## config.mk

```make
export PLATFORM = sky130hd
export DESIGN_NAME = mul_seq4
export DESIGN_NICKNAME = d
export VERILOG_FILES = /design/src/rtl/mul_seq4.sv
export SDC_FILE = /design/constraint.sdc
export NUM_CORES = 1
export LEC_CHECK = 0
export ABC_AREA = 1
export CORE_UTILIZATION = 35
export CTS_CLUSTER_SIZE = 20
export DETAILED_ROUTE_END_ITERATION = 6
export DONT_BUFFER_PORTS = 1
export GPL_ROUTABILITY_DRIVEN = 0
export PLACE_DENSITY = 0.59
export SYNTH_ARGS = -nofsm -noshare
export SYNTH_HDL_FRONTEND = slang
export SYNTH_SLANG_ARGS = --single-unit
```

## constraint.sdc

```tcl
create_clock -name clk -period 4.67 [get_ports clk]
set_input_delay 0.7005 -clock clk [delete_from_list [all_inputs] [get_ports clk]]
set_output_delay 0.7005 -clock clk [all_outputs]
set_load 0.02 [all_outputs]
```

## src/rtl/mul_seq4.sv

```systemverilog
// rtl/mul_seq4.sv - sequenced WxW unsigned multiplier over one shared 4x4 core (option: ZERO_SKIP_EN)

// 4x4 unsigned array multiplier core; the full 8-bit product including Z[7].
module mul_seq4_core (
  input  logic [3:0] a,
  input  logic [3:0] b,
  output logic [7:0] z
);
  assign z = 8'(a) * 8'(b);
endmodule

module mul_seq4 #(
  parameter int W = 8
) (
  input  logic           clk,
  input  logic           rst_n,
  input  logic           in_valid,
  output logic           in_ready,
  input  logic [W-1:0]   a,
  input  logic [W-1:0]   b,
  output logic           out_valid,
  input  logic           out_ready,
  output logic [2*W-1:0] p,
  output logic           busy
);
  localparam int D  = W / 4;
  localparam int CW = (D > 1) ? $clog2(D) : 1;

  typedef enum logic [1:0] {IDLE, MUL, DONE} state_t;

  state_t         state, state_next;
  logic [W-1:0]   a_r, b_r;
  logic [2*W-1:0] acc;
  logic [CW-1:0]  i, j;
  logic [3:0]     nib_a, nib_b;
  logic [7:0]     z;
  logic [CW:0]    pos;
  logic [2*W-1:0] partial;
  logic           accept;
  logic           last;
  logic           i_wrap;
  logic           zero_in;

  // Nibble selection and placement of the current partial product.
  assign nib_a   = a_r[{i, 2'b00} +: 4];
  assign nib_b   = b_r[{j, 2'b00} +: 4];
  assign pos     = {1'b0, i} + {1'b0, j};
  assign partial = (2*W)'(z) << {pos, 2'b00};
  assign i_wrap  = (i == CW'(D - 1));
  assign last    = i_wrap && (j == CW'(D - 1));

  mul_seq4_core ra (
    .a (nib_a),
    .b (nib_b),
    .z (z)
  );

`ifdef ZERO_SKIP_EN
  // A zero operand makes the product trivially zero, so the passes are skipped.
  assign zero_in = (a == '0) || (b == '0);
`else
  assign zero_in = 1'b0;
`endif

  assign accept = in_valid && in_ready;
  assign p      = acc;
  assign busy   = (state != IDLE);

  // State register.
  always_ff @(posedge clk or negedge rst_n) begin
    if (!rst_n) state <= IDLE;
    else        state <= state_next;
  end

  // Next-state and handshake outputs; in DONE a new pair may enter in the retire cycle.
  always_comb begin
    state_next = state;
    in_ready   = 1'b0;
    out_valid  = 1'b0;
    case (state)
      IDLE: begin
        in_ready = 1'b1;
        if (in_valid) state_next = zero_in ? DONE : MUL;
      end
      MUL: begin
        if (last) state_next = DONE;
      end
      DONE: begin
        out_valid = 1'b1;
        in_ready  = out_ready;
        if (out_ready) begin
          if (in_valid) state_next = zero_in ? DONE : MUL;
          else          state_next = IDLE;
        end
      end
      default: state_next = IDLE;
    endcase
  end

  // Operand capture, nibble counters and shift-accumulate of one core pass per cycle.
  always_ff @(posedge clk or negedge rst_n) begin
    if (!rst_n) begin
      a_r <= '0;
      b_r <= '0;
      acc <= '0;
      i   <= '0;
      j   <= '0;
    end else if (accept) begin
      a_r <= a;
      b_r <= b;
      acc <= '0;
      i   <= '0;
      j   <= '0;
    end else if (state == MUL) begin
      acc <= acc + partial;
      if (i_wrap) begin
        i <= '0;
        j <= j + CW'(1);
      end else begin
        i <= i + CW'(1);
      end
    end
  end
endmodule

```

# Word-level counts from Yosys, hierarchy flattened
# Index checks and enable logic that the tools add are counted.
# Widths: inputs -> output; s select.
[word_totals] regBits=36 input_bits=20 output_inout_bits=19 wordCells=42
[op_classes] addsub=4 mul=1 n_eq_ne=5 shifts=3 muxes=15 reduce_logical=8
[op_table] op="$mux 16" n=2
[op_table] op="$add 16x16->16" n=1
[op_table] op="$shiftx 8x4->4" n=2
[op_table] op="$shl 8x4->16" n=1
[op_table] op="$mul 4x4->8" n=1
[op_table] op="$mux 1" n=8
[op_table] op="$mux 2" n=3
[op_table] op="$ne 2x2->1 const B" n=3
[op_table] op="$pmux 2 s3" n=1
[op_table] op="$reduce_bool 2->1" n=3
[op_table] op="$reduce_and 3->1" n=1
[op_table] op="$add 1x1->1 const B" n=2
[op_table] op="$add 1x1->2" n=1
[op_table] op="$eq 2x1->1 const B" n=1
[op_table] op="$eq 2x2->1 const B" n=1
[op_table] op="$logic_and 1x1->1" n=2
[op_table] op="$logic_not 2->1" n=1
[op_table] op="$pmux 1 s2" n=1
[op_table] op="$reduce_and 2->1" n=1

# Logic depth before layout (Yosys ltp)
[depth] word_depth=6 mapped_depth=26 mapped_depth_nobuf=25

# Cells and area by module
# A second synthesis with hierarchy kept.
[hier_totals] cells_unflattened=471 hier_area_um2=3055.4
[by_module_without_submodules] mod="mul_seq4" instances=1 cells_per_inst=401 area_per_inst_um2=2587.5 seq_area_each_um2=900.9
[by_module_without_submodules] mod="mul_seq4_core" instances=1 cells_per_inst=70 area_per_inst_um2=467.9 seq_area_each_um2=0.0

# Worst setup path after synthesis
# No wires, ideal clock.
[synth_path] kind="flip-flop to flip-flop" start="reg j" end="reg acc[13] (netlist: p[13])" setup_ns=0.120 t_arrival_ns=4.197 required_ns=4.550 slack_ns=0.352 path_stages_with_launch=24 path_buffers=1 period_less_slack_ns=4.318 cell_sequence="dfrtp_1 buf_2 mux2i_1 or2_2 fa_1 inv_1 fa_1 inv_1 fa_1 o21ai_0 xnor2_1 nand2_1 o21ai_0 nor2_1 ha_1 nand2_1 inv_1 nand3_1 nor3_1 o21ai_0 nand2_1 a21oi_1 o21ai_1 nand2_1"
[synth_via] elab_chain_cells=6 word_cells_on_any_way=7 cone_classes="2 x add/sub; 1 x mul; 2 x shift; 2 x mux"
[synth_rtl] element="from (decl)" line_no="34" source="logic [CW-1:0] i, j;"
[synth_rtl] element="from (signal assigned)" line_no="118" source="j <= j + CW'(1);"
[synth_rtl] element="$shiftx 8x4->4" line_no="46" source="assign nib_b = b_r[{j, 2'b00} +: 4];"
[synth_rtl] element="$mul 4x4->8" line_no="9" source="assign z = 8'(a) * 8'(b);"
[synth_rtl] element="$shl 8x4->16 *" line_no="48" source="assign partial = (2*W)'(z) << {pos, 2'b00};"
[synth_rtl] element="$add 16x16->16 *" line_no="115" source="acc <= acc + partial;"
[synth_rtl] element="$mux 16 *" line_no="114" source="end else if (state == MUL) begin"
[synth_rtl] element="$mux 16 *" line_no="108" source="end else if (accept) begin"
[synth_rtl] element="to (signal assigned)" line_no="115"
[synth_rtl] element="to (decl)" line_no="33" source="logic [2*W-1:0] acc;"
# Mark *: on every way between the ends. The rest lies on a longest branch, timed or not. The select of a mux whose other input is x is not followed.
# A chain may end at the register's enable or synchronous reset.

# Final worst setup path
# Ends and elaborated chain as after synthesis.

==> impl_metrics.prom <==
# TYPE chip_impl_metric gauge
chip_impl_info{name="worstSetupPathType",value="reg -> reg"} 1
chip_impl_metric{name="initial_core_util",unit=""} 0.3642
chip_impl_metric{name="floorplan.io_pins",unit=""} 39
chip_impl_metric{name="grt_pass1_wl",unit="microns"} 11280
chip_impl_metric{name="data_arrival_at_the_endpoint_of_the_critical_path",unit="ps"} 4630
chip_impl_metric{name="ys_seq_area_frac",unit=""} 0.3184
chip_impl_metric{name="post_synth_instance_area",unit="sq um"} 2829
chip_impl_metric{name="drt_first_pass_iters",unit=""} 4
chip_impl_metric{name="chipHeight",unit="microns"} 91.91
chip_impl_info{name="rsz0062_at_grt",value="true"} 1
chip_impl_metric{name="wire_per_inst",unit="microns"} 13.89
chip_impl_metric{name="numClockSinks",unit=""} 36
chip_impl_metric{name="vias_in_the_first_global_route",unit=""} 2351
chip_impl_metric{name="slew_headroom",unit=""} 0.6037
chip_impl_metric{name="max_cap_viol_count",unit=""} 0
chip_impl_metric{name="synth_cell_type_count",unit=""} 34
chip_impl_metric{name="routed_wl",unit="microns"} 6738
chip_impl_metric{name="seqCellArea",unit="sq um"} 903.4
chip_impl_info{name="routed.top_layer",value="met4"} 1
chip_impl_metric{name="core.rowCount",unit=""} 32
chip_impl_info{name="critical_path.cell_chain",value="mux2i_4, or2_2, fa_1, inv_1, fa_1, inv_1, fa_2, o21ai_2, xnor2_2, nand2_1, o21ai_2, nor2_1, ha_1, nand2_1, inv_1, nand3_1, nor3_1, o21ai_1, nand2_1, a21oi_1, o21ai_1, nand2_1"} 1
chip_impl_metric{name="setup_viol",unit=""} 0
chip_impl_metric{name="antenna_found_initial",unit=""} 0
chip_impl_metric{name="drc_errors",unit=""} 0
chip_impl_metric{name="worst_pin_slew",unit="ps"} 593.1
chip_impl_metric{name="whs",unit="ps"} 86.07
chip_impl_metric{name="max_freq",unit="MHz"} 225.1
chip_impl_metric{name="routed_wire_length_on_met2",unit="microns"} 3062
chip_impl_metric{name="synth_warnings",unit=""} 0
chip_impl_metric{name="max_stage_delay",unit="ps"} 530
chip_impl_info{name="run_status",value="complete, no violations"} 1
chip_impl_metric{name="net_count_final",unit=""} 435
chip_impl_info{name="clock_tree.root_cell",value="sky130_fd_sc_hd__clkbuf_8"} 1
chip_impl_metric{name="antenna-diode-count",unit=""} 0
chip_impl_metric{name="via_per_inst",unit=""} 5.037
chip_impl_metric{name="flow.area_growth_from_synthesis",unit="%"} 9.067
chip_impl_metric{name="final_layout_size_suffix_gt1_frac",unit=""} 0.1227
chip_impl_metric{name="cp_num_buf_inv",unit=""} 3
chip_impl_info{name="cts_tree",value="done"} 1
chip_impl_metric{name="timing_max_transition_violations_final",unit=""} 0
chip_impl_metric{name="globalRouteOverflowTotal",unit=""} 0
chip_impl_metric{name="antenna_left",unit=""} 0
chip_impl_metric{name="floorplan.die.width",unit="microns"} 91.91
chip_impl_info{name="hp-class",value="in -> async"} 1
chip_impl_metric{name="grt_max_degree",unit=""} 37
chip_impl_metric{name="clock_skew",unit="ps"} 14.12
chip_impl_info{name="worstSetupStartpointType",value="flip-flop"} 1
chip_impl_metric{name="grt_usage",unit=""} 0.1685
chip_impl_metric{name="worst_skew_pair.late_latency",unit="ps"} 300
chip_impl_metric{name="cts_buffers",unit=""} 5
chip_impl_metric{name="hpwlAfterDp",unit="microns"} 5188
chip_impl_metric{name="fp.dieArea",unit="sq um"} 8447
chip_impl_metric{name="num_vias",unit=""} 2443
chip_impl_metric{name="flops_latches_synth",unit=""} 36
chip_impl_info{name="timing.critical_path.max_delay_family",value="adder cells"} 1
chip_impl_info{name="critical_path.most_common_cell",value="sky130_fd_sc_hd__nand2_1"} 1
chip_impl_metric{name="synth.avg_cell_area",unit="sq um"} 7.445
chip_impl_metric{name="drtIter0Drc",unit=""} 111
chip_impl_metric{name="core_region_area",unit="sq um"} 7767
chip_impl_info{name="critPathSlowestCell",value="sky130_fd_sc_hd__fa_1"} 1
chip_impl_metric{name="clock_tree.htree_level_count",unit=""} 2
chip_impl_metric{name="numPortBuffers",unit=""} 0
chip_impl_metric{name="hold_viol",unit=""} 0
chip_impl_info{name="worst_setup_path_end_kind",value="flip-flop"} 1
chip_impl_metric{name="postSynthCellCount",unit=""} 380
chip_impl_metric{name="multi_input_comb_area",unit="sq um"} 1810
chip_impl_metric{name="path_clk_slew",unit="ps"} 90
chip_impl_metric{name="fill_cells",unit=""} 833
chip_impl_metric{name="critical_path_required",unit="ps"} 4860
chip_impl_metric{name="post_syn_nets",unit=""} 433
chip_impl_metric{name="min_period_over_period",unit=""} 0.9514
chip_impl_metric{name="worstPathMaxFanout",unit=""} 6
chip_impl_metric{name="max-clock-path-buffers",unit=""} 2
chip_impl_metric{name="route.met3.wl",unit="microns"} 369
chip_impl_metric{name="final.min_clock_period",unit="ps"} 4443
chip_impl_metric{name="detail_route.wirelength.met1",unit="microns"} 3195
-- registers in the layout, summed over array words and instances, names as in the netlist --
name / flops
state: 2
p: 16
i: 1
a_r: 8
b_r: 8
j: 1
-- cells by family (layout without fill, tap and decap cells) --
| family | count (synthesis) | count (layout) | share of synthesized area |
|---|---|---|---|
| xor+xnor | 8 | 8 | 0.02477 |
| simple gates | 197 | 197 | 0.2897 |
| flops | 36 | 36 | 0.3184 |
| buf+inv | 41 | 44 | 0.05839 |
| compound gates | 57 | 57 | 0.1212 |
| mux | 8 | 8 | 0.02831 |
| fa+ha+maj | 33 | 33 | 0.1592 |
-- repair_timing --
action,4_1_cts,5_1_grt
hold buffers,0,0
setup endpoints to repair,0,10
gates resized for setup,0,18
buffers inserted,0,3
-- worst reg2reg max path: stages, from the launching register on --
cell,delay (ps)
sky130_fd_sc_hd__dfrtp_2,480
sky130_fd_sc_hd__mux2i_4,220
sky130_fd_sc_hd__or2_2,320
sky130_fd_sc_hd__fa_1,530
sky130_fd_sc_hd__inv_1,50
sky130_fd_sc_hd__fa_1,530
sky130_fd_sc_hd__inv_1,60
sky130_fd_sc_hd__fa_2,360
sky130_fd_sc_hd__o21ai_2,180
sky130_fd_sc_hd__xnor2_2,140
sky130_fd_sc_hd__nand2_1,80
sky130_fd_sc_hd__o21ai_2,70
sky130_fd_sc_hd__nor2_1,70
sky130_fd_sc_hd__ha_1,390
sky130_fd_sc_hd__nand2_1,90
sky130_fd_sc_hd__inv_1,80
sky130_fd_sc_hd__nand3_1,100
sky130_fd_sc_hd__nor3_1,190
sky130_fd_sc_hd__o21ai_1,100
sky130_fd_sc_hd__nand2_1,100
sky130_fd_sc_hd__a21oi_1,60
sky130_fd_sc_hd__o21ai_1,90
sky130_fd_sc_hd__nand2_1,60
-- layer usage --
layer	GRT usage	vias up
met5	0	-
met4	0.04688	0
met3	0.03648	10
met2	0.2687	59
met1	0.2295	1126
li1	-	1248
-- synthesized netlist by cell type, drive strengths merged --
master | count | area share
o21ai | 25 | 0.050
a21o | 4 | 0.011
o22ai | 3 | 0.0066
nand2 | 120 | 0.16
nand3 | 19 | 0.041
inv | 30 | 0.040
o21bai | 3 | 0.0093
nor2 | 47 | 0.066
ha | 28 | 0.12
or2 | 5 | 0.011
dfrtp | 36 | 0.32
o31ai | 1 | 0.0027
mux2i | 8 | 0.028
a22o | 2 | 0.0062
xor2 | 5 | 0.015
fa | 5 | 0.035
a21oi | 17 | 0.031
a31oi | 2 | 0.0044
buf | 7 | 0.013
nor3 | 3 | 0.0053
clkbuf | 2 | 0.0027
clkinv | 2 | 0.0027
nand4 | 3 | 0.0066
xnor2 | 3 | 0.0093
-- placed cells by master, fill, tap and decap left out, types with 2 or more instances in the layout --
master                     Yosys  layout
sky130_fd_sc_hd__o22ai_1       3       3
sky130_fd_sc_hd__a22o_1        2       2
sky130_fd_sc_hd__ha_2          0       2
sky130_fd_sc_hd__fa_1          5       4
sky130_fd_sc_hd__buf_4         1       4
sky130_fd_sc_hd__mux2i_1       8       7
sky130_fd_sc_hd__a21oi_2       1       3
sky130_fd_sc_hd__a21o_1        3       3
sky130_fd_sc_hd__dfrtp_1      36      34
sky130_fd_sc_hd__nand4_1       3       3
sky130_fd_sc_hd__nand3_2       4       5
sky130_fd_sc_hd__xor2_1        5       5
sky130_fd_sc_hd__inv_2         3       3
sky130_fd_sc_hd__a21oi_1      16      14
sky130_fd_sc_hd__nand2_1     119     119
sky130_fd_sc_hd__clkinv_1      2       2
sky130_fd_sc_hd__o21ai_1       3       6
sky130_fd_sc_hd__nor3_1        3       3
sky130_fd_sc_hd__o21bai_1      2       2
sky130_fd_sc_hd__inv_1        27      27
sky130_fd_sc_hd__nor2_2        4       4
sky130_fd_sc_hd__dfrtp_2       0       2
sky130_fd_sc_hd__o21ai_0      18      13
sky130_fd_sc_hd__o21ai_2       4       6
sky130_fd_sc_hd__nor2_1       43      43
sky130_fd_sc_hd__or2_2         5       5
sky130_fd_sc_hd__ha_1         28      26
sky130_fd_sc_hd__nand3_1      15      14
sky130_fd_sc_hd__xnor2_1       3       2
sky130_fd_sc_hd__a31oi_1       2       2
sky130_fd_sc_hd__clkbuf_8      0       6
-- per-stage QoR --
step,setup TNS [ps],setup slack (ps),utilization,std cells,instance area [sq um]
after floorplan,0,352.2,-,380,2829
after global placement,0,159.7,0.3758,474,2919
after detailed placement,0,59.13,0.3758,474,2919
after CTS,0,41.69,0.3879,482,3013
after global routing,-29.56,-22.99,0.3972,485,3085
final,0,227.1,0.3972,485,3085
-- worst paths after layout --
path / from / endpoint / slack [ps] / cells after the start
min: rst_n / p[6] / 90 / 0
max: j / p[13] / 230 / 22
min reg2reg: a_r[0] / a_r[0] / 490 / 2
max in group asynchronous: rst_n / j / 4470 / 0
min in group clk: a_r[0] / a_r[0] / 490 / 2
max reg2reg: j / p[13] / 230 / 22
-- area by class of cell --
type | instances | share of cell area
Multi-Input combinational cell | 303 | 0.5868
Sequential cell | 36 | 0.2928
Inverter | 32 | 0.03893
Clock inverter | 1 | 0.002433
Tap cell | 102 | 0.04136
Timing Repair Buffer | 4 | 0.009732
Clock buffer | 7 | 0.02798
Power is not shown: default switching activity piles up to over one toggle a cycle in this logic, so the estimate is an artifact.
